==> config.mk <==
export PLATFORM = sky130hd
export DESIGN_NAME = neuron_layer_sched_flat
export DESIGN_NICKNAME = d
export VERILOG_FILES = /design/src/rtl/neuron_pkg.sv /design/src/rtl/neuron_layer_sched_if.sv /design/src/rtl/neuron_mac.sv /design/src/rtl/neuron_layer_sched.sv /design/src/flat_wrapper.sv
export SDC_FILE = /design/constraint.sdc
export NUM_CORES = 1
export LEC_CHECK = 0
export BUFFER_PORTS_ARGS = -buffer_cell sky130_fd_sc_hd__buf_2
export CAP_MARGIN = 20
export CORE_UTILIZATION = 55
export DETAILED_ROUTE_END_ITERATION = 12
export GPL_TIMING_DRIVEN = 0
export HOLD_SLACK_MARGIN = 0.08
export PLACE_DENSITY = 0.7
export RECOVER_POWER = 50
export SETUP_SLACK_MARGIN = 0.05
export SYNTH_ARGS = -nofsm -noshare
export SYNTH_HDL_FRONTEND = slang
export SYNTH_HIERARCHICAL = 1
export SYNTH_SLANG_ARGS = --single-unit
==> constraint.sdc <==
create_clock -name clk -period 5.5 [get_ports clk]
set_input_delay 1.1 -clock clk [delete_from_list [all_inputs] [get_ports clk]]
set_output_delay 1.1 -clock clk [all_outputs]
set_load 0.01 [all_outputs]
==> src/rtl/neuron_pkg.sv <==
// Shared types and constants for the time-multiplexed threshold-neuron layer.
package neuron_pkg;

    typedef enum logic [1:0] {
        IDLE = 2'd0,
        MUL0 = 2'd1,
        MUL1 = 2'd2,
        CMP  = 2'd3
    } state_t;

    localparam logic [1:0] CFG_W0     = 2'd0;
    localparam logic [1:0] CFG_W1     = 2'd1;
    localparam logic [1:0] CFG_BIAS   = 2'd2;
    localparam logic [1:0] CFG_THRESH = 2'd3;

    localparam int DEF_NUM_NEURONS = 4;
    localparam int DEF_XW          = 4;
    localparam int DEF_WW          = 4;
    localparam int DEF_ACCW        = 10;

endpackage

==> src/rtl/neuron_layer_sched_if.sv <==
// Start/config/result bus of the neuron layer scheduler.
interface neuron_layer_sched_if #(
    parameter int NUM_NEURONS = 4,
    parameter int XW          = 4,
    parameter int ACCW        = 10
);
    localparam int AW = $clog2(NUM_NEURONS);

    logic                   start;
    logic [XW-1:0]          x0;
    logic [XW-1:0]          x1;
    logic                   cfg_we;
    logic [AW-1:0]          cfg_addr;
    logic [1:0]             cfg_sel;
    logic [ACCW-1:0]        cfg_data;
    logic                   busy;
    logic                   out_valid;
    logic [NUM_NEURONS-1:0] y_out;
    logic                   cfg_err;

    modport master (
        output start, x0, x1, cfg_we, cfg_addr, cfg_sel, cfg_data,
        input  busy, out_valid, y_out, cfg_err
    );

    modport slave (
        input  start, x0, x1, cfg_we, cfg_addr, cfg_sel, cfg_data,
        output busy, out_valid, y_out, cfg_err
    );

endinterface

==> src/rtl/neuron_mac.sv <==
// Shared combinational multiply-add: sum = addend + w*x (unsigned).
module neuron_mac #(
    parameter int XW   = 4,
    parameter int WW   = 4,
    parameter int ACCW = 10
) (
    input  logic [WW-1:0]   w,
    input  logic [XW-1:0]   x,
    input  logic [ACCW-1:0] addend,
    output logic [ACCW-1:0] sum
);
    logic [WW+XW-1:0] prod;

    always_comb begin
        prod = {{XW{1'b0}}, w} * {{WW{1'b0}}, x};
        sum  = addend + {{(ACCW-WW-XW){1'b0}}, prod};
    end

endmodule

==> src/rtl/neuron_layer_sched.sv <==
// Evaluates NUM_NEURONS threshold neurons through one shared MAC, three cycles
// per neuron, with a runtime-writable per-neuron config register file.
module neuron_layer_sched
    import neuron_pkg::*;
#(
    parameter int NUM_NEURONS = DEF_NUM_NEURONS,
    parameter int XW          = DEF_XW,
    parameter int WW          = DEF_WW,
    parameter int ACCW        = DEF_ACCW
) (
    input logic               clk,
    input logic               rst_n,
    neuron_layer_sched_if.slave bus
);
    localparam int AW = $clog2(NUM_NEURONS);

    state_t                 state;
    logic [AW-1:0]          idx;
    logic [XW-1:0]          x0_q, x1_q;
    logic [ACCW-1:0]        acc;
    logic [NUM_NEURONS-1:0] y_next, y_final, y_q;
    logic                   busy_q, valid_q, err_q;

    logic [WW-1:0]          w0_r   [NUM_NEURONS];
    logic [WW-1:0]          w1_r   [NUM_NEURONS];
    logic [WW-1:0]          bias_r [NUM_NEURONS];
    logic [ACCW-1:0]        th_r   [NUM_NEURONS];

    logic                   cfg_ok, last, fire;
    logic [WW-1:0]          mac_w;
    logic [XW-1:0]          mac_x;
    logic [ACCW-1:0]        mac_add, mac_sum;

    always_comb begin
        cfg_ok  = bus.cfg_we && (state == IDLE) &&
                  (32'(bus.cfg_addr) < 32'(NUM_NEURONS));
        last    = (32'(idx) == 32'(NUM_NEURONS - 1));
        fire    = (acc >= th_r[idx]);
        y_final = y_next;
        y_final[idx] = fire;
        // MUL0 seeds the sum with the bias, MUL1 accumulates onto acc.
        if (state == MUL0) begin
            mac_w   = w0_r[idx];
            mac_x   = x0_q;
            mac_add = {{(ACCW-WW){1'b0}}, bias_r[idx]};
        end else begin
            mac_w   = w1_r[idx];
            mac_x   = x1_q;
            mac_add = acc;
        end
    end

    neuron_mac #(.XW(XW), .WW(WW), .ACCW(ACCW)) u_mac (
        .w      (mac_w),
        .x      (mac_x),
        .addend (mac_add),
        .sum    (mac_sum)
    );

    always_ff @(posedge clk or negedge rst_n) begin
        if (!rst_n) begin
            for (int unsigned i = 0; i < NUM_NEURONS; i++) begin
                w0_r[i]   <= '0;
                w1_r[i]   <= '0;
                bias_r[i] <= '0;
                th_r[i]   <= '1;
            end
            err_q <= 1'b0;
        end else begin
            err_q <= bus.cfg_we && !cfg_ok;
            if (cfg_ok) begin
                case (bus.cfg_sel)
                    CFG_W0:   w0_r[bus.cfg_addr]   <= bus.cfg_data[WW-1:0];
                    CFG_W1:   w1_r[bus.cfg_addr]   <= bus.cfg_data[WW-1:0];
                    CFG_BIAS: bias_r[bus.cfg_addr] <= bus.cfg_data[WW-1:0];
                    default:  th_r[bus.cfg_addr]   <= bus.cfg_data;
                endcase
            end
        end
    end

    always_ff @(posedge clk or negedge rst_n) begin
        if (!rst_n) begin
            state   <= IDLE;
            idx     <= '0;
            x0_q    <= '0;
            x1_q    <= '0;
            acc     <= '0;
            y_next  <= '0;
            y_q     <= '0;
            busy_q  <= 1'b0;
            valid_q <= 1'b0;
        end else begin
            valid_q <= 1'b0;
            case (state)
                IDLE: begin
                    if (bus.start) begin
                        x0_q   <= bus.x0;
                        x1_q   <= bus.x1;
                        idx    <= '0;
                        busy_q <= 1'b1;
                        state  <= MUL0;
                    end
                end
                MUL0: begin
                    acc   <= mac_sum;
                    state <= MUL1;
                end
                MUL1: begin
                    acc   <= mac_sum;
                    state <= CMP;
                end
                default: begin
                    y_next[idx] <= fire;
                    if (!last) begin
                        idx   <= idx + 1'b1;
                        state <= MUL0;
                    end else begin
                        y_q     <= y_final;
                        valid_q <= 1'b1;
                        busy_q  <= 1'b0;
                        state   <= IDLE;
                    end
                end
            endcase
        end
    end

    assign bus.busy      = busy_q;
    assign bus.out_valid = valid_q;
    assign bus.y_out     = y_q;
    assign bus.cfg_err   = err_q;

endmodule

==> src/flat_wrapper.sv <==
// flat-port wrapper written by rule: the top's interface ports become plain ports
module neuron_layer_sched_flat import neuron_pkg::*;
#(
    parameter int NUM_NEURONS = DEF_NUM_NEURONS,
    parameter int XW          = DEF_XW,
    parameter int WW          = DEF_WW,
    parameter int ACCW        = DEF_ACCW
)
  (clk, rst_n, bus_start, bus_x0, bus_x1, bus_cfg_we, bus_cfg_addr, bus_cfg_sel, bus_cfg_data, bus_busy, bus_out_valid, bus_y_out, bus_cfg_err);
  neuron_layer_sched_if #(.NUM_NEURONS(NUM_NEURONS), .XW(XW), .ACCW(ACCW)) bus_i ();
  input logic clk;
  input logic rst_n;
  input wire logic [$bits(bus_i.start)-1:0] bus_start;
  input wire logic [$bits(bus_i.x0)-1:0] bus_x0;
  input wire logic [$bits(bus_i.x1)-1:0] bus_x1;
  input wire logic [$bits(bus_i.cfg_we)-1:0] bus_cfg_we;
  input wire logic [$bits(bus_i.cfg_addr)-1:0] bus_cfg_addr;
  input wire logic [$bits(bus_i.cfg_sel)-1:0] bus_cfg_sel;
  input wire logic [$bits(bus_i.cfg_data)-1:0] bus_cfg_data;
  output wire logic [$bits(bus_i.busy)-1:0] bus_busy;
  output wire logic [$bits(bus_i.out_valid)-1:0] bus_out_valid;
  output wire logic [$bits(bus_i.y_out)-1:0] bus_y_out;
  output wire logic [$bits(bus_i.cfg_err)-1:0] bus_cfg_err;
  assign bus_i.start = bus_start;
  assign bus_i.x0 = bus_x0;
  assign bus_i.x1 = bus_x1;
  assign bus_i.cfg_we = bus_cfg_we;
  assign bus_i.cfg_addr = bus_cfg_addr;
  assign bus_i.cfg_sel = bus_cfg_sel;
  assign bus_i.cfg_data = bus_cfg_data;
  assign bus_busy = bus_i.busy;
  assign bus_out_valid = bus_i.out_valid;
  assign bus_y_out = bus_i.y_out;
  assign bus_cfg_err = bus_i.cfg_err;
  neuron_layer_sched #(.NUM_NEURONS(NUM_NEURONS), .XW(XW), .WW(WW), .ACCW(ACCW)) u_core (.clk(clk), .rst_n(rst_n), .bus(bus_i));
endmodule
==> flow_summary.yaml, run 1 <==
critical_path:
  critPathKind: "register to register"
  worstPathArrival_ns: 5.35
  crit_fanout: 10
  cp-start-kind: "register"
  r2r_cells: 15
  cp-end-kind: "register"
  worst-endpoint-required_ns: 5.80
run_status:
  violations: "design-rule violations, max-capacitance violations, max-slew violations"
  status: "complete, but fails checks"
logic_synthesis:
  syn-instance-count: 493
  synth_nets: 565
  dominantRegCellSynth: "dfrtp_1"
  synth-edff-count: 0
  yosysWarnings: 6
  synth-seq-cells: 120
  syn_area_per_cell_um2: 13.3
  ys_seq_area_share_pct: 46.5
  synthArstFlopShare_pct: 100
  synth_area_um2: 6560
  synth_cell_types: 48
layout:
  n_antenna_cell: 0
  utilization_pct: 64.6
  layout.nets: 617
  fillers: 866
  final_area_um2: 7440
  areaGrowthSynthToFinish_pct: 13.4
  seqCellArea_um2: 3050
  multiInputGateArea_um2: 3300
  drive_above_1_share_pct: 46.1
timing:
  rsz0062_at_grt: "false"
  holdWs_ns: 0.498
  timing.setup.tns_ns: 0
  relSlewSlack_pct: -90.5
  hold_viol_final: 0
  slew_viol_final: 123
  max_freq_ghz: 0.198
  period_needed_ns: 5.05
  finalCritPeriodShare_pct: 91.9
  worstMarginPinSlew_ns: 2.86
  finalClockSkew_ns: 0.00581
  setup_viol: 0
detailed_routing:
  drt-wirelength-per-cell_um: 18.5
  first_iter_violations: 259
  drt_wl_total_um: 12900
  drtPass1Iterations: 11
  drt-vias-per-instance: 5.70
  vias: 3998
  drc: 6
  ant_nets: 0
clock_tree:
  cts_max_level: 4
  clock_latency_ns: 0.41
  cts_sinks: 120
  cts_buffers: 17
  path_clk_slew_ns: 0.05
  clock_path_buffers: 2
  cts-root-buf: "clkbuf_16"
  cts_tree: "done"
  cts_setup_buffers: 0
  ctsResizeCount: 0
  cts-hold-fix-buffers: 0
power_and_ir_drop:
  cellLeakagePower_nw: 3.42
  power_density_nw_per_um2: 643
  vdd_drop_max_v: 0.000316
global_route:
  grt_usage_pct: 23.7
  grt_max_degree: 67
  grt_pass1_vias: 4379
  antenna_found_initial: 0
  grt_pass1_wl_um: 22200
  grt-ovfl-total: 0
placement:
  dp_hpwl_um: 9270
  gp_congestion: 0.804
  placed_area_um2: 6930
  port_buffers: 32
hold_path:
  hold_class: "register to register"
  hold_depth: 2
die:
  die_w_um: 111
  io_pins: 33
  die-height_um: 111
  coreArea_um2: 11500
  die_area_um2: 12400
  start_util_pct: 57.0
  rows: 39
flow_run:
  max_cap_violations: 2
==> path summary, 6_finish.rpt <==
path | start | to | slack, ns
setup / recovery | u_core/idx[0]$_DFFE_PN0P_ | u_core/acc[7]$_DFFE_PN0P_ | 0.45
hold / removal | u_core/bus.y_out[1]$_DFFE_PN0P_ | u_core/bus.y_out[1]$_DFFE_PN0P_ | 0.50
setup reg to reg | u_core/idx[0]$_DFFE_PN0P_ | u_core/acc[7]$_DFFE_PN0P_ | 0.45
hold reg to reg | u_core/bus.y_out[1]$_DFFE_PN0P_ | u_core/bus.y_out[1]$_DFFE_PN0P_ | 0.50
max in group asynchronous | rst_n | u_core/bias_r[14]$_DFFE_PN0P_ | 1.18
min in group asynchronous | rst_n | u_core/w0_r[9]$_DFFE_PN0P_ | 1.61
==> state kept, by name, indices dropped and copies added, names as in the netlist <==
name / count
u_core/bias_r: 16
u_core/bus.busy: 1
u_core/y_next: 3
u_core/bus.out_valid: 1
u_core/bus.cfg_err: 1
u_core/th_r: 40
u_core/bus.y_out: 4
u_core/acc: 10
u_core/x1_q: 4
u_core/w0_r: 16
u_core/w1_r: 16
u_core/idx: 2
u_core/x0_q: 4
u_core/state: 2
==> worst max-delay path, cell delays in order, from the launching register on <==
cell,delay [ns]
dfrtp_1,0.38
buf_4,0.22
buf_2,0.41
mux4_2,0.57
mux2_2,0.32
nand2_1,0.10
fa_1,0.44
fa_1,0.54
inv_1,0.06
fa_1,0.49
ha_1,0.36
a21o_2,0.24
a21oi_2,0.22
o21ai_0,0.14
xor2_1,0.16
mux2_2,0.27
==> cells by family after synthesis <==
logic type / after synthesis / share of synthesized area (%)
buf+inv: 51 / 3.11
simple gates: 87 / 7.63
xor+xnor: 6 / 0.801
compound gates: 44 / 4.06
flops: 120 / 46.5
mux: 139 / 28.1
fa+ha+maj: 46 / 9.80
==> where the power goes <==
| part | internal, mW | leakage [nW] | switching (mW) |
|---|---|---|---|
| combinational | 1.12 | 1.71 | 1.10 |
| sequential | 1.36 | 1.45 | 0.205 |
| clock | 0.623 | 0.262 | 0.377 |
| total | 3.10 | 3.42 | 1.69 |
==> Yosys cell counts (4+ instances only) <==
library cell | n | share of area, %
a21oi_1 | 18 | 1.4
fa_1 | 9 | 2.7
inv_1 | 33 | 1.9
mux2_2 | 108 | 19
mux2_4 | 8 | 1.8
mux4_2 | 22 | 7.6
dfrtp_1 | 80 | 31
ha_1 | 37 | 7.1
buf_2 | 4 | 0.31
o21ai_0 | 11 | 0.84
nor2_1 | 13 | 0.74
nand2_1 | 23 | 1.3
dfstp_2 | 40 | 16
nor2b_1 | 8 | 0.76
and2_1 | 12 | 1.1
nor3_1 | 5 | 0.38
clkbuf_1 | 10 | 0.57
==> cell type report <==
cell class,instances,share of cell area [%]
Tap cell,143,2.40
Buffer,17,0.992
Sequential cell,120,41.0
Inverter,34,1.71
Timing Repair Buffer,33,2.20
Clock buffer,25,6.67
Clock inverter,7,0.588
Multi-Input combinational cell,322,44.4
==> metal layers <==
metal / global-route usage, % / up-vias / share of wire (%)
li1: - / 1858 / -
met1: 31.1 / 2058 / 46
met2: 38.6 / 69 / 49
met3: 6.18 / 13 / 3.4
met4: 7.21 / 0 / 1.0
met5: 0 / - / 0
==> placed cells by master, fill, tap and decap left out, drive strengths merged, types with 2 or more instances in the layout <==
cell / count
nor3b: 3
nand4: 3
clkinv: 6
a21oi: 19
nand2: 24
or4: 2
nor4: 2
nand2b: 5
a31oi: 3
xor2: 3
ha: 37
and2: 12
nand3: 3
xnor2: 3
clkbuf: 39
a21o: 3
nor2b: 8
a211oi: 2
mux4: 22
dfrtp: 80
buf: 36
clkinvlp: 2
fa: 9
mux2: 116
inv: 33
o21ai: 11
dfstp: 40
nor2: 16
nor3: 6
==> through the flow <==
stage / worst slack (ns) / power, mW / std cells
after floorplan: 0.875 / 3.26 / 493
after global placement: 0.152 / 3.69 / 668
after detailed placement: 0.0730 / 3.80 / 669
after CTS: 0.108 / 4.83 / 701
after global routing: 0.166 / 5.19 / 701
final: 0.446 / 4.78 / 701
Note: power is estimated with default switching activity, not from simulation.
==> run 2, diff against run 1 <==
CELL_PAD_IN_SITES_DETAIL_PLACEMENT = 2   (was default)
CELL_PAD_IN_SITES_GLOBAL_PLACEMENT = 2   (was default)
CORE_UTILIZATION = 44   (was 55)
PLACE_DENSITY = 0.77   (was 0.7)
==> run 2 against run 1 <==
- the run ends with max-capacitance violations, max-slew violations left
- critical path depth unchanged
- largest power group unchanged
- clock-buffer cell count up 1
- final area up 0.96%
- die area up 25%
- utilization down 13 points
- non-clock buffer count unchanged
- critical endpoint unchanged
==> flow_summary.yaml, run 2 (same netlist as run 1, synthesis figures left out) <==
run_status:
  status: "complete, but fails checks"
  violations: "max-capacitance violations, max-slew violations"
timing:
  finalClockSkew_ns: 0.00716
  timing.setup.tns_ns: 0
  finalCritPeriodShare_pct: 91.8
  period_needed_ns: 5.05
  max_freq_ghz: 0.198
  worstMarginPinSlew_ns: 3.21
  rsz0062_at_grt: "false"
  final.setup.worst_slack_ns: 0.451
  setup_viol: 0
  hold_viol_final: 0
  slew_viol_final: 123
  holdWs_ns: 0.495
  relSlewSlack_pct: -114
placement:
  pre_cts_ws_ns: 0.196
  placed_area_um2: 6990
  dp_cells: 710
  port_buffers: 32
  gp_congestion: 0.732
  dp_hpwl_um: 11900
detailed_routing:
  drc: 0
  first_iter_violations: 128
  ant_nets: 0
  drt_wl_total_um: 16900
  drt-wirelength-per-cell_um: 22.8
  drtPass1Iterations: 4
  vias: 4127
  drt-vias-per-instance: 5.56
die:
  start_util_pct: 45.1
  io_pins: 33
  rows: 44
  die-height_um: 124
  coreArea_um2: 14500
  die_w_um: 124
  die_area_um2: 15400
clock_tree:
  cts_setup_buffers: 0
  path_clk_slew_ns: 0.06
  cts_buffers: 17
  cts-root-buf: "clkbuf_16"
  cts_sinks: 120
  clock_latency_ns: 0.42
  clock_path_buffers: 2
  cts_max_level: 4
  cts_tree: "done"
power_and_ir_drop:
  cellLeakagePower_nw: 3.43
  power.total_mw: 5.01
  power_density_nw_per_um2: 666
  vdd_drop_max_v: 0.000342
global_route:
  antenna_found_initial: 0
  grt_usage_pct: 24.8
  grt_pass1_wl_um: 27400
  grt_pass1_vias: 4802
  grt_max_degree: 63
  grt-ovfl-total: 0
layout:
  fin_cells: 742
  final_area_um2: 7510
  areaGrowthSynthToFinish_pct: 14.5
  fillers: 1390
  final_common_cell: "mux2_2"
  layout.nets: 617
  largest_register_ffs: 40
  n_antenna_cell: 0
  mostFrequentLayoutCells: "108 x mux2_2, 80 x dfrtp_1, 40 x dfstp_2"
  top_register: "u_core/th_r"
  utilization_pct: 51.7
  drive_above_1_share_pct: 46.1
critical_path:
  crit_fanout: 10
  cp-start-kind: "register"
  worst-endpoint-required_ns: 5.81
  critPathKind: "register to register"
  cp-end-kind: "register"
  worstPathArrival_ns: 5.36
flow_run:
  max_cap_violations: 2
hold_path:
  hold_class: "register to register"
-- run 2: cell type report --
type | instances | area, um^2 | share of cell area [%]
Timing Repair Buffer | 33 | 164 | 2.18
Tap cell | 184 | 230 | 3.06
Buffer | 17 | 73.8 | 0.983
Sequential cell | 120 | 3050 | 40.6
Clock buffer | 26 | 522 | 6.94
Inverter | 34 | 128 | 1.70
Multi-Input combinational cell | 322 | 3300 | 44.0
Clock inverter | 6 | 38.8 | 0.516
-- run 2: timing repair --
action	in CTS	in global routing
setup endpoints to repair	0	4
hold buffers	0	0
gates resized for setup	0	1
-- run 2: power by group --
group	switching (mW)	internal, mW
sequential	0.233	1.36
clock	0.399	0.651
combinational	1.23	1.14
-- run 2: worst paths after layout --
kind | cells after the start | endpoint | slack [ns] | from
hold reg to reg | 2 | u_core/bus.y_out[2]$_DFFE_PN0P_ | 0.49 | u_core/bus.y_out[2]$_DFFE_PN0P_
hold / removal | 2 | u_core/bus.y_out[2]$_DFFE_PN0P_ | 0.49 | u_core/bus.y_out[2]$_DFFE_PN0P_
max in group asynchronous | 2 | u_core/bias_r[15]$_DFFE_PN0P_ | 0.93 | rst_n
min in group asynchronous | 1 | u_core/bus.y_out[2]$_DFFE_PN0P_ | 1.73 | rst_n
setup reg to reg | 15 | u_core/acc[7]$_DFFE_PN0P_ | 0.45 | u_core/idx[0]$_DFFE_PN0P_
setup / recovery | 15 | u_core/acc[7]$_DFFE_PN0P_ | 0.45 | u_core/idx[0]$_DFFE_PN0P_
-- run 2: metal layers --
metal / wire [um] / up-vias / global-route usage, %
li1: - / 1868 / -
met1: 7140 / 2186 / 29.3
met2: 9090 / 46 / 44.1
met3: 359 / 27 / 5.22
met4: 297 / 0 / 9.00
met5: 0 / - / 0
-- run 2: critical path, stage by stage, from the launching register on --
cell and delay [ns]:
dfrtp_1 0.42, buf_4 0.24, buf_2 0.40, mux4_2 0.55, mux2_2 0.32, nand2_1 0.10
fa_1 0.45, fa_1 0.54, inv_1 0.05, fa_1 0.47, ha_1 0.37, a21o_2 0.24
a21oi_2 0.22, o21ai_0 0.14, xor2_1 0.16, mux2_2 0.26
==> run 3, diff against run 2 <==
--- a/config.mk
+++ b/config.mk
@@ -8,10 +8,10 @@
 export BUFFER_PORTS_ARGS = -buffer_cell sky130_fd_sc_hd__buf_2
 export CAP_MARGIN = 20
-export CELL_PAD_IN_SITES_DETAIL_PLACEMENT = 2
-export CELL_PAD_IN_SITES_GLOBAL_PLACEMENT = 2
-export CORE_UTILIZATION = 44
+export CELL_PAD_IN_SITES_DETAIL_PLACEMENT = 1
+export CELL_PAD_IN_SITES_GLOBAL_PLACEMENT = 1
+export CORE_UTILIZATION = 51
 export DETAILED_ROUTE_END_ITERATION = 12
 export GPL_TIMING_DRIVEN = 0
-export HOLD_SLACK_MARGIN = 0.08
+export HOLD_SLACK_MARGIN = 0.02
 export PLACE_DENSITY = 0.77
 export RECOVER_POWER = 50
==> constraint.sdc (replaced) <==
create_clock -name clk -period 5.5 [get_ports clk]
set_input_delay 1.1 -clock clk [delete_from_list [all_inputs] [get_ports clk]]
set_output_delay 1.1 -clock clk [all_outputs]
set_load 0.1 [all_outputs]
==> run 3 against run 2 <==
- the flow still finishes with violations (max-capacitance violations, max-slew violations)
- sequential power hardly changed
- wire length down 13%
- sequential cell count did not move
- clock-buffer cell count fell by 2
- utilization up 8.5 points
- critical path type unchanged
- largest cell class unchanged
- largest power group unchanged
==> flow_summary.yaml, run 3 (same netlist as run 1, synthesis figures left out) <==
detailed_routing:
  drt-wirelength-per-cell_um: 20.1
  first_iter_violations: 139
  drtPass1Iterations: 4
  vias: 4066
  drt_wl_total_um: 14700
  ant_nets: 0
  drc: 0
  drt-vias-per-instance: 5.57
timing:
  worstMarginPinSlew_ns: 2.00
  timing.setup.tns_ns: 0
  relSlewSlack_pct: -33.5
  rsz0062_at_grt: "false"
  hold_viol_final: 0
  max_freq_ghz: 0.195
  finalCritPeriodShare_pct: 93.2
  finalClockSkew_ns: 0.00415
  final.setup.worst_slack_ns: 0.373
  period_needed_ns: 5.13
  slew_viol_final: 123
  setup_viol: 0
critical_path:
  cp-start-kind: "register"
  worstPathArrival_ns: 5.43
  critPathKind: "register to register"
  r2r_end: "u_core/acc[7]$_DFFE_PN0P_"
  cp_slowest_stage_delay_ns: 0.55
  cp-end-kind: "register"
  slowest_stage: "fa_1"
  reg2reg_slack_ns: 0.37
  timing.rr.start: "u_core/idx[0]$_DFFE_PN0P_"
  r2r_cells: 15
  cp-startpoint: "u_core/idx[0]$_DFFE_PN0P_"
  cp_cell_sequence: "buf_4 -> buf_2 -> mux4_2 -> mux2_2 -> nand2_1 -> fa_1 -> fa_1 -> inv_1 -> fa_1 -> ha_1 -> a21o_2 -> a21oi_2 -> o21ai_0 -> xor2_1 -> mux2_2"
  crit_fanout: 10
  worst-endpoint-required_ns: 5.80
  cpMostUsedCell: "fa_1"
clock_tree:
  cts_buffers: 17
  cts-root-buf: "clkbuf_16"
  cts_max_level: 4
  cts_tree: "done"
  path_clk_slew_ns: 0.06
  cts_sinks: 120
  cts-hold-fix-buffers: 0
  clock_path_buffers: 2
  clock_latency_ns: 0.42
global_route:
  grt_max_degree: 85
  grt-ovfl-total: 0
  grt_pass1_wl_um: 24400
  grt_usage_pct: 25.0
  grt_pass1_vias: 4559
  antenna_found_initial: 0
flow_run:
  max_cap_violations: 2
die:
  die-height_um: 115
  rows: 41
  coreArea_um2: 12600
  die_area_um2: 13300
  die_w_um: 115
  io_pins: 33
  start_util_pct: 52.2
layout:
  fin_cells: 730
  mostFrequentLayoutCells: "108 x mux2_2, 80 x dfrtp_1, 40 x dfstp_2"
  layout.nets: 617
  final_area_um2: 7560
  top_register: "u_core/th_r"
  utilization_pct: 60.2
  drive_above_1_share_pct: 46.6
  largest_register_ffs: 40
  final_common_cell: "mux2_2"
  areaGrowthSynthToFinish_pct: 15.2
  n_antenna_cell: 0
hold_path:
  min_to: "u_core/w0_r[14]$_DFFE_PN0P_"
  hold_class: "register to register"
  min-delay-start: "u_core/w0_r[14]$_DFFE_PN0P_"
  hold_depth: 1
placement:
  port_buffers: 32
  pre_cts_ws_ns: 0.102
  gp_congestion: 0.751
  dp_cells: 698
  dp_hpwl_um: 10400
  placed_area_um2: 6970
power_and_ir_drop:
  cellLeakagePower_nw: 3.46
  power_density_nw_per_um2: 686
  vdd_drop_max_v: 0.000271
run_status:
  violations: "max-capacitance violations, max-slew violations"
  status: "complete, but fails checks"
[run 3: routing by layer]
metal	up-vias	track usage (%)	wire, um
li1	1869	-	-
met1	2126	31.1	6360
met2	51	42.8	7650
met3	20	4.92	315
met4	0	10.2	330
met5	-	0	0
[run 3: repair_timing]
action	4_1_cts	5_1_grt
buffers inserted	0	0
resized for setup	0	1
endpoints found under the setup margin	0	3
[run 3: stage by stage]
stage                     hold WS, ns  total power [mW]
after floorplan                 0.474              3.39
after global placement          0.471              3.84
after detailed placement        0.491              4.02
after CTS                       0.506              5.25
after global routing            0.517              5.55
final                           0.503              5.19
[run 3: critical path, delay by kind of cell (launching register included)]
kind | cells | cell delay, ns
DFF | 1 | 0.40
adders and majority gates | 4 | 1.88
and+or+nand+nor | 1 | 0.11
xor gates and xnor gates | 1 | 0.18
AOI/OAI and AO/OA | 3 | 0.62
buffers and inverters | 3 | 0.68
muxes | 3 | 1.13
[run 3: worst max-delay path by stage]
stage / slack [ns] / depth (start not counted) / endpoint
6_report: 0.37 / 15 / u_core/acc[7]$_DFFE_PN0P_
5_1_grt: 0.12 / 15 / u_core/acc[7]$_DFFE_PN0P_
4_1_cts: 0.10 / 15 / u_core/acc[7]$_DFFE_PN0P_
3_5_place_dp: 0.10 / 15 / u_core/acc[7]$_DFFE_PN0P_
3_3_place_gp: 0.31 / 15 / u_core/acc[7]$_DFFE_PN0P_
2_1_floorplan: 0.88 / 15 / u_core/acc[7]$_DFFE_PN0P_
[run 3: power breakdown]
| group | total (mW) | internal [mW] | switching [mW] |
|---|---|---|---|
| Combinational | 2.48 | 1.14 | 1.34 |
| Sequential | 1.57 | 1.36 | 0.212 |
| Clock | 1.14 | 0.741 | 0.399 |
[run 3: layout make-up]
cell class / count / area, um^2
clock inverter: 8 / 76.3
tap: 172 / 215
buffer: 17 / 73.8
inverter: 34 / 128
multi-input combinational: 322 / 3300
clock buffer: 24 / 547
timing repair buffer: 33 / 164
fill: 1235 / 5010
sequential: 120 / 3050
